[src/rtl/easy6502_pkg.sv]
// Shared constants and types for the easy6502 system: memory map, LFSR taps,
// and the read-return source tag used by the RAM arbiter.
package easy6502_pkg;

  localparam logic [10:0] ADDR_RANDOM = 11'h0FE;
  localparam logic [10:0] ADDR_KEY    = 11'h0FF;
  localparam logic [10:0] SCREEN_BASE = 11'h200;
  localparam int          SCREEN_SIZE = 1024;
  localparam logic [7:0]  LFSR_TAPS   = 8'hB8;

  typedef enum logic [1:0] {
    SRC_CPU_RAM = 2'd0,
    SRC_CPU_RND = 2'd1,
    SRC_CPU_KEY = 2'd2,
    SRC_VID     = 2'd3
  } src_e;

  // Right-shifting Galois step; taps B8 give a maximal 255-state sequence.
  function automatic logic [7:0] lfsr_next(input logic [7:0] v);
    return {1'b0, v[7:1]} ^ (v[0] ? LFSR_TAPS : 8'h00);
  endfunction

endpackage

[src/rtl/mem_arbiter_lfsr8.sv]
// Free-running 8-bit Galois LFSR backing the $FE random register.
// SEED must be nonzero or the sequence locks at zero.
module lfsr8
  import easy6502_pkg::*;
#(
  parameter logic [7:0] SEED = 8'hA5
) (
  input  logic       clk,
  input  logic       reset,
  output logic [7:0] q
);

  logic [7:0] r_q;

  always_ff @(posedge clk) begin
    if (reset) r_q <= SEED;
    else       r_q <= lfsr_next(r_q);
  end

  assign q = r_q;

endmodule

[src/rtl/mem_arbiter.sv]
// Single-port RAM arbiter between the 6502 core and the VGA renderer,
// including the $FE random and $FF key memory-mapped registers.
module mem_arbiter
  import easy6502_pkg::*;
#(
  parameter int         MAX_VID_RUN = 4,
  parameter logic [7:0] LFSR_SEED   = 8'hA5
) (
  input  logic        clk,
  input  logic        reset,
  input  logic [15:0] cpu_addr,
  input  logic [7:0]  cpu_wdata,
  input  logic        cpu_we,
  output logic [7:0]  cpu_rdata,
  output logic        cpu_rdy,
  input  logic        vid_req,
  input  logic [10:0] vid_addr,
  output logic        vid_gnt,
  output logic        vid_valid,
  output logic [7:0]  vid_rdata,
  output logic [10:0] ram_addr,
  output logic [7:0]  ram_wdata,
  output logic        ram_we,
  input  logic [7:0]  ram_rdata,
  input  logic        key_strobe,
  input  logic [7:0]  key_code
);

  localparam int RUN_W = $clog2(MAX_VID_RUN + 1);

  logic [RUN_W-1:0] r_vid_run;
  src_e             r_last_src;
  src_e             w_src_next;
  logic [7:0]       r_rnd;
  logic [7:0]       r_key;
  logic [7:0]       r_cpu_hold;
  logic [7:0]       r_vid_rdata;
  logic             r_rst_q;
  logic [7:0]       w_lfsr;
  logic [7:0]       w_cpu_mux;
  logic [10:0]      w_cpu_addr;
  logic             w_vid_gnt;
  logic             w_cpu_gnt;
  logic             w_is_rnd;
  logic             w_is_key;
  logic             w_unused_addr_hi;

  lfsr8 #(.SEED(LFSR_SEED)) u_lfsr (
    .clk   (clk),
    .reset (reset),
    .q     (w_lfsr)
  );

  // Upper address bits are ignored so the 2 KB RAM mirrors through 64 KB.
  assign w_cpu_addr       = cpu_addr[10:0];
  assign w_unused_addr_hi = ^cpu_addr[15:11];

  assign w_vid_gnt = vid_req && (r_vid_run != RUN_W'(MAX_VID_RUN)) && !reset;
  assign w_cpu_gnt = !w_vid_gnt && !reset;
  assign w_is_rnd  = (w_cpu_addr == ADDR_RANDOM);
  assign w_is_key  = (w_cpu_addr == ADDR_KEY);

  assign vid_gnt   = w_vid_gnt;
  assign cpu_rdy   = !w_vid_gnt;
  assign ram_addr  = w_vid_gnt ? vid_addr : w_cpu_addr;
  assign ram_wdata = cpu_wdata;
  assign ram_we    = w_cpu_gnt && cpu_we && !w_is_rnd;

  always_comb begin
    w_src_next = SRC_CPU_RAM;
    if (w_vid_gnt)     w_src_next = SRC_VID;
    else if (w_is_rnd) w_src_next = SRC_CPU_RND;
    else if (w_is_key) w_src_next = SRC_CPU_KEY;
  end

  always_ff @(posedge clk) begin
    if (reset) r_last_src <= SRC_CPU_RAM;
    else       r_last_src <= w_src_next;
  end

  always_ff @(posedge clk) begin
    if (reset) begin
      r_vid_run   <= '0;
      r_rnd       <= '0;
      r_key       <= '0;
      r_cpu_hold  <= '0;
      r_vid_rdata <= '0;
    end else begin
      if (w_vid_gnt) r_vid_run <= r_vid_run + RUN_W'(1);
      else           r_vid_run <= '0;

      if (w_cpu_gnt && w_is_rnd) r_rnd <= w_lfsr;

      // A keypress wins over a simultaneous CPU store to $FF.
      if (key_strobe)                        r_key <= key_code;
      else if (w_cpu_gnt && cpu_we && w_is_key) r_key <= cpu_wdata;

      if (r_last_src != SRC_VID) r_cpu_hold <= cpu_rdata;
      if (vid_valid)             r_vid_rdata <= ram_rdata;
    end
  end

  // Data returned in the cycle after a reset edge belongs to no real access.
  always_ff @(posedge clk) begin
    r_rst_q <= reset;
  end

  always_comb begin
    w_cpu_mux = ram_rdata;
    case (r_last_src)
      SRC_CPU_RAM: w_cpu_mux = ram_rdata;
      SRC_CPU_RND: w_cpu_mux = r_rnd;
      SRC_CPU_KEY: w_cpu_mux = r_key;
      SRC_VID:     w_cpu_mux = r_cpu_hold;
      default:     w_cpu_mux = ram_rdata;
    endcase
  end

  assign cpu_rdata = r_rst_q ? 8'h00 : w_cpu_mux;
  assign vid_valid = (r_last_src == SRC_VID);
  assign vid_rdata = vid_valid ? ram_rdata : r_vid_rdata;

endmodule
[config.mk]
export PLATFORM = sky130hd
export DESIGN_NAME = mem_arbiter
export DESIGN_NICKNAME = d
export VERILOG_FILES = /design/src/rtl/easy6502_pkg.sv /design/src/rtl/mem_arbiter_lfsr8.sv /design/src/rtl/mem_arbiter.sv
export SDC_FILE = /design/constraint.sdc
export NUM_CORES = 1
export LEC_CHECK = 0
export ABC_AREA = 1
export CELL_PAD_IN_SITES_DETAIL_PLACEMENT = 0
export CELL_PAD_IN_SITES_GLOBAL_PLACEMENT = 2
export CORE_UTILIZATION = 24
export DETAILED_ROUTE_END_ITERATION = 10
export GPL_ROUTABILITY_DRIVEN = 0
export PLACE_DENSITY_LB_ADDON = 0.1
export RECOVER_POWER = 50
export SYNTH_ARGS = -nofsm -noshare
export SYNTH_HDL_FRONTEND = slang
export SYNTH_SLANG_ARGS = --single-unit
[constraint.sdc]
create_clock -name clk -period 2.32 [get_ports clk]
set_clock_uncertainty 0.2 [all_clocks]
set_input_delay 0.232 -clock clk [delete_from_list [all_inputs] [get_ports clk]]
set_output_delay 0.232 -clock clk [all_outputs]
set_load 0.05 [all_outputs]
# After elaboration in Yosys (flattened, before gate mapping)
# Cells that the tools add are included.
[op_classes] n_bitwise=2 n_reduce_logical=13 mux=10 eq_ne=7 add_sub_neg=1
[ops] operator="$mux 8" n=5
[ops] operator="$pmux 8 s4" n=1
[ops] operator="$eq 11x8->1 const B" n=2
[ops] operator="$mux 11" n=1
[ops] operator="$xor 7x8->8" n=1
[ops] operator="$logic_and 1x1->1" n=7
[ops] operator="$mux 2" n=3
[ops] operator="$eq 2x2->1 const B" n=2
[ops] operator="$add 3x1->3 const B" n=1
[ops] operator="$logic_not 1->1" n=3
[ops] operator="$ne 3x3->1 const B" n=1
[ops] operator="$eq 2x1->1 const B" n=1
[ops] operator="$logic_not 2->1" n=1
[ops] operator="$ne 2x2->1 const B" n=1
[ops] operator="$reduce_bool 2->1" n=1
[ops] operator="$reduce_or 2->1" n=1
[ops] operator="$not 1->1" n=1
[totals] register_bits=46 output_inout_bits=39 in_bits=56 elab_cells=41

# Logic depth before layout (Yosys ltp)
[logic_depth] ltp_word=9 ltp_mapped=9 mapped_depth_nobuf=8

# By module
# A second synthesis with hierarchy kept.
[unflattened] cells_unflattened=347 area_unflattened_um2=2446.1
[modules_own_cells] mod="mem_arbiter" cells_per_inst=318 n_inst=1 area_each_um2=2200.9
[modules_own_cells] mod="lfsr8" cells_per_inst=29 n_inst=1 area_each_um2=245.2

# Least setup slack after synthesis
# No wires, ideal clock.
[synth_timing] path_kind="register to output" start="reg r_vid_run[0]" end="out ram_addr[0]" slack_ns=0.076 n_path_buf=0 path_stages_with_launch=7 t_arrival_ns=1.812 path_cell_list="dfxtp_1 > inv_1 > ha_1 > nand2_1 > nand2_1 > nor2_2 > o21ai_0"
[synth_between] elab_chain_len=4
[synth_rtl] element="start, declared" line_no="mem_arbiter.sv:31" source="logic [RUN_W-1:0] r_vid_run;"
[synth_rtl] element="start signal, assigned" line_no="mem_arbiter.sv:89" source="if (w_vid_gnt) r_vid_run <= r_vid_run + RUN_W'(1);"
[synth_rtl] element="$ne 3x3->1" line_no="mem_arbiter.sv:58" source="assign w_vid_gnt = vid_req && (r_vid_run != RUN_W'(MAX_VID_RUN)) && !reset;"
[synth_rtl] element="$logic_and 1x1->1 (2 in series)" line_no="mem_arbiter.sv:58"
[synth_rtl] element="$mux 11" line_no="mem_arbiter.sv:65" source="assign ram_addr = w_vid_gnt ? vid_addr : w_cpu_addr;"
[synth_rtl] element="end, declared" line_no="mem_arbiter.sv:21" source="output logic [10:0] ram_addr,"
# No other way between the ends.

# Final worst setup path
[layout_timing] start="reg r_vid_run[0]" end="out ram_addr[10]"
# The elaborated chain is that of the path after synthesis.

==> reports/results.tsv <==
stage	metric	value	unit
place	Placed Cells	545	
routing	via count	2347	
finish	diodes inserted	0	
grt	antenna violations before repair	0	
worst_setup_path	Req. time, crit path	1.89	ns
floorplanning	num ports	95	
sta	Final setup viols	0	
worst_setup_path	critical path's most frequent cell	nand2_2	
sta	Final period util	93.8	%
routing	DRC viols	0	
routing	drt first pass iters	4	
finish	commonest cells after routing, fill and taps aside	nand2_1, clkdlybuf4s50_1, dfxtp_1	
cts	Max Buffers Root-to-Sink	2	
synth	synth unique cells	27	
routing	DRT iter0 DRCs	41	
sta	Worst-Margin Slew	1.08	ns
synth	syn avg cell area	6.96	um^2
floorplanning	Initial Util	25.2	%
worst_setup_path	Buf+Inv Stages, Crit Path	3	
worst_setup_path	critical path class	reg2out	
worst_setup_path	largest fanout on the critical path	8	
grt	Overall Global Routing Usage	12.6	%
worst_setup_path	Critical-path top delay cell	dfxtp_2	
finish	Final Cell Area	3660	um^2
floorplanning	Core Area	9420	um^2
synth	Synth Instances	341	
place	I/O Buffers	89	
sta	Slew headroom	27.9	%
run_status	outcome	finished clean	
floorplanning	Die ar.	10300	um^2
cts	CTS tree	yes	
finish	Layout Nets	485	
worst_setup_path	cell family with most CP delay	buffers and inverters	
power_and_ir_drop	Sequential Power Share	39.0	%
power_and_ir_drop	Pwr per Cell Area	593	nW/um^2
synth	register area share after synthesis	38.8	%
place	Placed Area	3500	um^2
synth	#FFs+latches synth	46	
cts	hold_buf cts	0	
sta	final hold viol count	0	
floorplanning	die width	101	um
routing	wire per inst	11.5	um
sta	RSZ-0062 raised after global routing	false	
power_and_ir_drop	switching share of total power	28.7	%
worst_setup_path	Register-to-Register Path Depth	8	
power_and_ir_drop	part of the power in the clock network	33.9	%
floorplanning	Rows	35	
power_and_ir_drop	leakage power	1.70	nW
routing	via/cell ratio	4.21	
worst_setup_path	CP max stage delay	0.35	ns
worst_setup_path	crit-path cells	inv_1, ha_1, nand2_2, nand2_2, nor2_4, buf_4, nand2_1, o21ai_0, buf_12	
grt	global route overflow	0	
worst_setup_path	Crit path depth	9	
finish	fillcell total	1026	
synth	Syn Std Cell Area	2370	um^2
floorplanning	Die Ht	101	um
power_and_ir_drop	Internal	0.00155	W
worst_setup_path	Crit. End Element	output port	
worst_setup_path	Startpoint Class	register	
cts	clk_lat worst skew	0.30	ns
power_and_ir_drop	Max IR drop VDD	0.000245	V
job	Max Cap Violations	0	
power_and_ir_drop	combinational group share of total power	27.1	%
place	dpl hpwl	4.99	mm
synth	Mapped Nets	399	
finish	commonest non-fill, non-tap cell in the layout	nand2_1	
cts	CTS Sinks	46	
power_and_ir_drop	overall power	0.00217	W
finish	area delta synth->final	54.4	%
finish	Final Util	38.9	%
cts	H-Tree Depth	2	
sta	Fin Setup TNS	0	ns
worst_setup_path	Worst Path Arrival	1.74	ns
finish	share of cells above drive strength 1	17.3	%
grt	vias in the first global route	2170	
routing	Routed WL	6.41	mm
grt	first-pass GRT wire length	10.1	mm
finish	Finished Layout Cells	557	
synth	Ys Warns	0	
cts	Root Buffer	clkbuf_8	
grt	largest net degree at the start of global routing	26	
routing	Routed Antenna Nets	0	
sta	minimum clock period	2.18	ns
hold_path	Hold Crit Depth	1	
cts	clock-pin slew on the worst setup and hold paths	0.08	ns
hold_path	worst hold path type	reg2reg	
cts	CTS buffer count	5	
power_and_ir_drop	sw power	0.000623	W
sta	FMAX	459	MHz
sta	Slew Viols, Final	0	
## layout make-up
type / instances / area [um^2] / area share [%]
clock buffer: 6 / 82.6 / 2.25
clock inverter: 2 / 60.1 / 1.64
inverter: 41 / 159 / 4.34
multi-input combinational: 231 / 1150 / 31.5
sequential: 46 / 922 / 25.2
tap: 129 / 161 / 4.41
timing repair buffer: 102 / 1120 / 30.6
## kinds of logic (layout without fill, tap and decap cells)
family                   Yosys count  in the layout  synth area share (%)
flip-flops                        46             46                  38.8
AND/OR/NAND/NOR                  171            171                  33.2
adder cells (fa/ha/maj)            2              2                  1.05
buffers and inverters             64            151                  12.9
AO/OA/AOI/OAI                     55             55                  12.9
XOR/XNOR                           3              3                  1.11
## cell usage after synthesis
cell type | n | area share (%)
clkinv_4 | 1 | 0.37
or2_2 | 10 | 2.6
a21oi_1 | 26 | 5.5
buf_6 | 3 | 1.4
nand2_2 | 2 | 0.53
nand3_4 | 1 | 0.74
clkbuf_1 | 4 | 0.63
a21oi_4 | 1 | 0.69
nand3_1 | 24 | 5.1
o211ai_1 | 8 | 2.5
and2_1 | 8 | 2.1
dfxtp_1 | 46 | 39
buf_1 | 1 | 0.16
nand4_1 | 8 | 2.1
o21ai_0 | 20 | 4.2
nand3_2 | 2 | 0.84
inv_1 | 39 | 6.2
inv_2 | 1 | 0.16
nor2_4 | 1 | 0.47
nor2_1 | 27 | 4.3
ha_1 | 2 | 1.1
xnor2_1 | 3 | 1.1
buf_2 | 7 | 1.5
nand4_2 | 1 | 0.53
nor2_2 | 1 | 0.26
buf_4 | 8 | 2.5
nand2_1 | 86 | 14
## state kept, by name, summed over array words and instances, names as in the netlist
register and flops:
r_key 8, r_cpu_hold 8, u_lfsr.q 8, r_last_src 2, r_rst_q 1, r_vid_run 3, r_rnd 8, r_vid_rdata 8
## final timing paths
check | from | to | slack (ns)
setup / recovery | r_vid_run[0] | ram_addr[10] | 0.14
hold reg to reg | r_vid_run[0] | r_vid_run[0] | 0.21
hold / removal | r_vid_run[0] | r_vid_run[0] | 0.21
setup reg to reg | r_vid_run[0] | r_rnd[3] | 0.68
## power by group through the flow
stage          registers (W)  logic, W  clock network [W]
5_1_grt             0.000851  0.000636           0.000790
3_5_place_dp        0.000865  0.000593                  0
3_3_place_gp        0.000864  0.000593                  0
2_1_floorplan       0.000858  0.000335                  0
4_1_cts             0.000846  0.000595           0.000762
6_report            0.000846  0.000589           0.000736
## metal layers
metal / GRT usage [%] / vias to the layer above / wire (um)
li1: - / 1251 / -
met1: 16.0 / 1035 / 3000
met2: 21.1 / 53 / 3010
met3: 3.11 / 8 / 331
met4: 3.68 / 0 / 66
met5: 0 / - / 0
## timing repair
item,in CTS,in global routing
hold endpoints to repair,0,0
gates resized for setup,0,6
setup buffers,0,4
setup endpoints to repair,0,12
## through the flow
stage / hold WS (ns) / setup slack [ns]
2_1_floorplan: 0.0597 / 0.0761
3_3_place_gp: 0.218 / 0.196
3_5_place_dp: 0.220 / 0.192
4_1_cts: 0.226 / 0.00668
5_1_grt: 0.233 / 0.0293
6_report: 0.215 / 0.143
No activity file was read; power rests on OpenSTA's default activity.
